--- src/rtl/txform_streamer.sv ---
// Line streamer: looks up {len, start_addr} for a line, then reads and emits one {lhs, rhs} beat per character.
// Optional macro TXFORM_STREAMER_REVERSE_EN adds a `reverse` input that streams the line from its last character back to its first.
module txform_streamer #(
    parameter int ADDR_W = 8,
    parameter int LEN_W  = 6,
    parameter int LINE_W = 6,
    parameter int CHAR_W = 8
) (
    input  logic                    clk,
    input  logic                    rst,
`ifdef TXFORM_STREAMER_REVERSE_EN
    input  logic                    reverse,
`endif
    input  logic                    start,
    input  logic [LINE_W-1:0]       line_sel,
    output logic [LINE_W-1:0]       ptr_addr,
    input  logic [LEN_W+ADDR_W-1:0] ptr_data,
    output logic                    mem_rd_en,
    output logic [ADDR_W-1:0]       mem_addr,
    input  logic [2*CHAR_W-1:0]     mem_dout,
    output logic                    out_valid,
    input  logic                    out_ready,
    output logic [CHAR_W-1:0]       out_lhs,
    output logic [CHAR_W-1:0]       out_rhs,
    output logic                    out_last,
    output logic                    busy,
    output logic                    done
);

    typedef enum logic [2:0] {IDLE, PTR_WAIT, FETCH, MEM_WAIT, OUT, FIN} state_t;

    state_t            state, state_nxt;
    logic [LEN_W-1:0]  len_q, cnt_q;
    logic [LEN_W-1:0]  ptr_len;
    logic [ADDR_W-1:0] ptr_start;
    logic [LINE_W-1:0] ptr_addr_q;
    logic              rev_q, rev_in;
    logic              last_beat;

    assign {ptr_len, ptr_start} = ptr_data;
    assign last_beat = (cnt_q == len_q - LEN_W'(1));

`ifdef TXFORM_STREAMER_REVERSE_EN
    assign rev_in = reverse;
`else
    assign rev_in = 1'b0;
`endif

    // NOTE: sequential state uses <= so every register samples pre-edge values.
    always_ff @(posedge clk) begin
        if (rst) state <= IDLE;
        else     state <= state_nxt;
    end

    // NOTE: every comb output gets a default first, so no path can infer a latch.
    always_comb begin
        state_nxt = state;
        case (state)
            IDLE:     if (start) state_nxt = PTR_WAIT;
            PTR_WAIT: state_nxt = (ptr_len == '0) ? FIN : FETCH;
            FETCH:    state_nxt = MEM_WAIT;
            MEM_WAIT: state_nxt = OUT;
            OUT:      if (out_ready) state_nxt = last_beat ? FIN : FETCH;
            FIN:      state_nxt = IDLE;
            default:  state_nxt = IDLE;
        endcase
    end

    // The line table is addressed combinationally during the start cycle so ptr_data is ready in PTR_WAIT.
    always_comb begin
        busy      = (state != IDLE);
        done      = (state == FIN);
        mem_rd_en = (state == FETCH);
        ptr_addr  = (state == IDLE && start) ? line_sel : ptr_addr_q;
        out_last  = out_valid && last_beat;
    end

    always_ff @(posedge clk) begin
        if (rst) begin
            len_q      <= '0;
            cnt_q      <= '0;
            rev_q      <= 1'b0;
            ptr_addr_q <= '0;
            mem_addr   <= '0;
            out_valid  <= 1'b0;
            out_lhs    <= '0;
            out_rhs    <= '0;
        end else begin
            case (state)
                IDLE: if (start) begin
                    ptr_addr_q <= line_sel;
                    rev_q      <= rev_in;
                end
                PTR_WAIT: begin
                    len_q <= ptr_len;
                    cnt_q <= '0;
                    if (ptr_len != '0)
                        mem_addr <= rev_q ? ptr_start + ADDR_W'(ptr_len - LEN_W'(1)) : ptr_start;
                end
                MEM_WAIT: begin
                    out_lhs   <= mem_dout[2*CHAR_W-1:CHAR_W];
                    out_rhs   <= mem_dout[CHAR_W-1:0];
                    out_valid <= 1'b1;
                end
                OUT: if (out_ready) begin
                    out_valid <= 1'b0;
                    cnt_q     <= cnt_q + LEN_W'(1);
                    // mem_addr is advanced only when another read follows, so it keeps the last address once idle.
                    if (!last_beat)
                        mem_addr <= rev_q ? mem_addr - ADDR_W'(1) : mem_addr + ADDR_W'(1);
                end
                default: ;
            endcase
        end
    end

endmodule

--- config.mk ---
export PLATFORM = sky130hd
export DESIGN_NAME = txform_streamer
export DESIGN_NICKNAME = d
export VERILOG_FILES = /design/src/rtl/txform_streamer.sv
export SDC_FILE = /design/constraint.sdc
export NUM_CORES = 1
export LEC_CHECK = 0
export CAP_MARGIN = 20
export CELL_PAD_IN_SITES_DETAIL_PLACEMENT = 0
export CELL_PAD_IN_SITES_GLOBAL_PLACEMENT = 1
export CORE_MARGIN = 1.5
export CORE_UTILIZATION = 33
export DETAILED_ROUTE_END_ITERATION = 12
export MAX_ROUTING_LAYER = met4
export PLACE_DENSITY_LB_ADDON = 0.12
export SLEW_MARGIN = 20
export SYNTH_ARGS = -nofsm -noshare
export SYNTH_HDL_FRONTEND = slang
export SYNTH_SLANG_ARGS = --single-unit
export TNS_END_PERCENT = 100
--- constraint.sdc ---
create_clock -name clk -period 2.35 [get_ports clk]
set_input_delay 0.3525 -clock clk [delete_from_list [all_inputs] [get_ports clk]]
set_output_delay 0.3525 -clock clk [all_outputs]
set_load 0.01 [all_outputs]
; ---- Word level (Yosys, flattened, before mapping)
; Index checks and enable logic that the tools add are counted.
[totals]
out_inout_bits = 35
wordCells = 48
in_bits = 40
ff_bits = 46
[op_classes]
mux = 14
n_addsub = 3
n_reduce_logical = 13
eq_ne = 10
[ops]
columns = cell, n
row1 = $mux 8, 3
row2 = $pmux 8 s2, 1
row3 = $pmux 3 s5, 1
row4 = $mux 3, 4
row5 = $mux 6, 2
row6 = $pmux 6 s2, 1
row7 = $add 8x1->8 const B, 1
row8 = $ne 2x2->1 const B, 4
row9 = $reduce_and 2->1, 4
row10 = $add 6x1->6 const B, 1
row11 = $eq 3x2->1 const B, 2
row12 = $eq 3x3->1 const B, 2
row13 = $eq 6x6->1, 1
row14 = $logic_not 6->1, 1
row15 = $reduce_bool 6->1, 1
row16 = $sub 6x1->6 const B, 1
row17 = $reduce_and 4->1, 1
row18 = $reduce_bool 2->1, 2
row19 = $eq 3x1->1 const B, 1
row20 = $logic_not 3->1, 1
row21 = $reduce_bool 3->1, 1
row22 = $logic_and 1x1->1, 2
row23 = $pmux 1 s2, 1
row24 = $mux 1, 1

; ---- Logic depth before layout (Yosys ltp)
; Gate-level depths: netlist of the first run.
[depth]
depth_word = 5
mapped_depth = 8
depth_no_buf = 7

; ---- Worst setup path before layout of the first run
; Ideal clock, no wire load.
[synth_path]
kind = flip-flop to output port
startpoint = register len_q[0]
endpoint = output port out_last
required_ps = 1997
arrival_time_ps = 1722
slack_ps = 275
path_buffers = 1
stages_incl_launch_ff = 6
cell_sequence = dfxtp_1 or3_1 or4_1 and4_1 buf_6 and3_1
[synth_via]
elab_chain_len = 3
[synth_rtl]
columns = element, line_no
row1 = start: declaration, 33  ; logic [LEN_W-1:0] len_q, cnt_q;
row2 = start signal: assignment, 95  ; len_q <= ptr_len;
row3 = $sub 6x1->6, 41  ; assign last_beat = (cnt_q == len_q - LEN_W'(1));
row4 = $eq 6x6->1, 41
row5 = $logic_and 1x1->1, 75  ; out_last = out_valid && last_beat;
row6 = end: declaration, 25  ; output logic out_last,
; Every way passes these cells.

; ---- Worst setup path in the final report of the first run
[layout_path]
startpoint = register len_q[1]
endpoint = output port out_last
; The elaborated chain is that of the path after synthesis.

==> metrics.md, run 1 <==
| Metric | Value |
|---|---|
| Layout Nets | 407 |
| Clock slew at reported path FFs | 90 ps |
| Fin crit share | 97.5% |
| Slew Limit Fails | 0 |
| Starting Density | 34.7% |
| Synth Area in XOR/XNOR | 4.27% |
| Largest family of logic cells by synthesized area | simple AND/OR/NAND/NOR gates |
| Layout cell share with drive strength beyond 1 | 12.3% |
| Synth unique cells | 44 |
| Post-synth EDFFs | 0 |
| Status | complete, no violations |
| Htree depth | 2 |
| Die Y | 85.7 µm |
| Top cell type's share of synthesized area | 40.8% |
| P_leak | 1.21 nW |
| YS warnings | 0 |
| Yosys reg bits | 46 |
| Die Wd | 85.7 µm |
| Initial antenna violation count | 0 |
| Highest clock rate | 436 MHz |
| Crit start category | flop |
| Final Hold Viols | 0 |
| Skew final | 8.28 ps |
| Global-route wire length before repair | 10,100 µm |
| Drt wl/cell | 13.2 µm |
| Worst hold path class | flop to flop |
| Largest net degree at the start of global routing | 36 |
| DRC errors left | 0 |
| Later-pin clock latency in the skew report | 290 ps |
| Post-Synth Simple-Gate Area | 24.7% |
| R2R cell count | 6 |
| Crit path kind | flop to output port |
| Register area share after synthesis | 40.8% |
| Max-cap check violation count | 0 |
| Cell family with most CP delay | simple AND/OR/NAND/NOR gates |
| Post-detail-place hpwl | 4220 µm |
| Crit path buffers/inverters | 1 |
| Ant diodes | 0 |
| Cell taking the most area after synthesis | dfxtp_1 |
| I/O Buffers | 74 |
| Pwr dens | 541 mW/mm² |
| Largest fanout on the critical path | 3 |
| Hold Path Stages | 2 |
| Setup-failing EPs final | 0 |
| Syn Nets | 323 |
| Peak VDD IR | 0.000305 V |
| CTS buffer count | 5 |
| Detail Route Antenna Nets | 0 |
| CTS tree | done |
| Post-Synth Adder-Cell Area | 1.66% |
| Drt first-iter violations | 73 |
| Asr flop ratio synth | 0% |
| Most frequent cells in the layout | clkdlybuf4s50_1 (67), nand2_1 (62), dfxtp_1 (44), a21oi_1 (39), buf_4 (20) |
| Post-synthesis mux area share | 3.66% |
| Final setup TNS | 0 ps |
| Average via count per standard cell | 5.05 |
| CP Depth | 5 |
| Fin crit period | 2290 ps |
| FF-to-FF setup slack | 190 ps |
| Clk buf depth | 2 |
| Top post-synthesis cells by area | dfxtp_1 (41%), nand2_1 (10%), a21oi_1 (8.7%) |
| Post-synthesis compound-gate area fraction | 19.6% |
| PnR Total Power | 1.76 mW |
| CTS Root Cell | clkbuf_8 |
| RD Place Congestion | 0.758 |
| Worst path required time | 2000 ps |
| Io pins | 75 |
| Mean Syn Cell Area | 8.06 µm² |
| Clock Sinks | 46 |
| Cell row count | 29 |
| Vias in the first global route | 2,202 |
| Core box area | 0.00649 mm² |
| Cts hold-fix bufs | 0 |
| Least-Margin Pin Slew | 761 ps |
| RSZ-0062 raised after global routing | true |
| Slowest cell on the critical path | or4_1 |
| Synth Cell Area | 0.00226 mm² |
| # Post-CTS Setup Buffers | 0 |
| Critical Path Sink Type | output port |
| Area Growth Syn to Fin | 44.3% |
| Commonest non-fill, non-tap cell in the layout | clkdlybuf4s50_1 |
| Via count | 2,234 |
| Max incr delay on CP | 400 ps |
| Slew margin rel. | 49.1% |
| Worst Path Arrival | 1940 ps |
| Cells after Synth | 280 |
| Die area | 0.00734 mm² |
| Routed wire length | 5850 µm |
| GRT Total Usage | 17.3% |
| Top FF cell, synth | dfxtp_1 |
| First-pass detailed-route iteration total | 4 |
| Crit-path cells | or3_4, or4_1, and4_1, and3_4, buf_6 |
| Total grt overflow | 0 |
flip-flops by register name (all words and copies together), names as in the netlist:
signal	flops
out_valid	1
mem_addr	8
state	3
cnt_q	6
ptr_addr_q	6
out_lhs	8
out_rhs	8
len_q	6
worst reg2reg max path: cells and delay by family (launching register included):
family	cells	cell delay, ps
AOI/OAI and AO/OA	1	250
DFF	1	340
buffers and inverters	1	170
and+or+nand+nor	3	1010
muxes	1	300
power breakdown:
part	switching, mW	leakage [nW]	internal (mW)	total (mW)
clock	0.283	0.0441	0.210	0.493
combinational	0.186	0.796	0.236	0.421
sequential	0.0285	0.375	0.818	0.846
logic make-up (layout without fill, tap and decap cells):
logic type | count (synthesis) | after routing
compound gates | 71 | 71
xor+xnor | 11 | 11
fa+ha+maj | 3 | 3
buf+inv | 24 | 109
flops | 46 | 46
mux | 7 | 7
simple gates | 118 | 118
cell type report:
cell class              instances  area, µm²
fillers                       656       3240
clock inverters                 3       21.3
inverters                       7       26.3
repair buffers                 94        885
clock buffers                   5       68.8
multi-input cells             210       1230
well taps                      77       96.3
flip-flops and latches         46        923
per-layer routing:
| layer | part of all wire, % | wire, µm | vias up | global-route usage, % |
|---|---|---|---|---|
| met5 | 0 | 0 | - | - |
| met4 | 0.75 | 44 | 0 | 4.40 |
| met3 | 5.5 | 323 | 4 | 4.23 |
| met2 | 47 | 2730 | 57 | 28.3 |
| met1 | 47 | 2760 | 1025 | 21.5 |
| li1 | - | - | 1148 | - |
per-stage QoR:
step	hold slack [ps]	area, µm²	util [%]	setup WS [ps]	std cells
finish	456	3260	50.1	59.0	442
CTS	459	3230	49.7	2.95	442
detailed placement	446	3150	48.5	-45.8	434
global route	486	3260	50.1	-10.4	442
global placement	440	3150	48.5	-22.9	434
floorplan	445	2260	-	275	280
cell usage after synthesis (all sizes together), types with 2 or more instances:
cell type,count
or2,3
o32ai,7
and2,7
a31oi,2
nand2,62
nor2,12
nor3,8
clkbuf,13
or3,2
xor2,6
a21oi,40
xnor2,5
inv,7
mux2,7
ha,3
buf,4
nor4,3
dfxtp,46
and3,2
o22ai,2
or3b,2
o21ai,10
nor3b,3
nand3,8
what timing repair did:
item                                    in CTS  in global routing
resized for setup                           11                  8
pin swaps                                    1                  6
endpoints found under the setup margin       7                  1
cloned                                       0                  0
final timing paths:
check,startpoint,to
worst min register to register,out_lhs[0]$_SDFFE_PP0P_,out_lhs[0]$_SDFFE_PP0P_
worst max register to register,len_q[1]$_SDFFE_PP0P_,mem_addr[1]$_SDFFE_PP0P_
worst min-delay path,out_lhs[0]$_SDFFE_PP0P_,out_lhs[0]$_SDFFE_PP0P_
worst max-delay path,len_q[1]$_SDFFE_PP0P_,out_last
Note: power is estimated with default switching activity, not from simulation.
==> run 2: changes to the inputs <==
Settings changed: CTS_CLUSTER_SIZE set to 28.
==> results of run 2 <==
No change in the layout: final DEF, timing and power equal those of run 1.
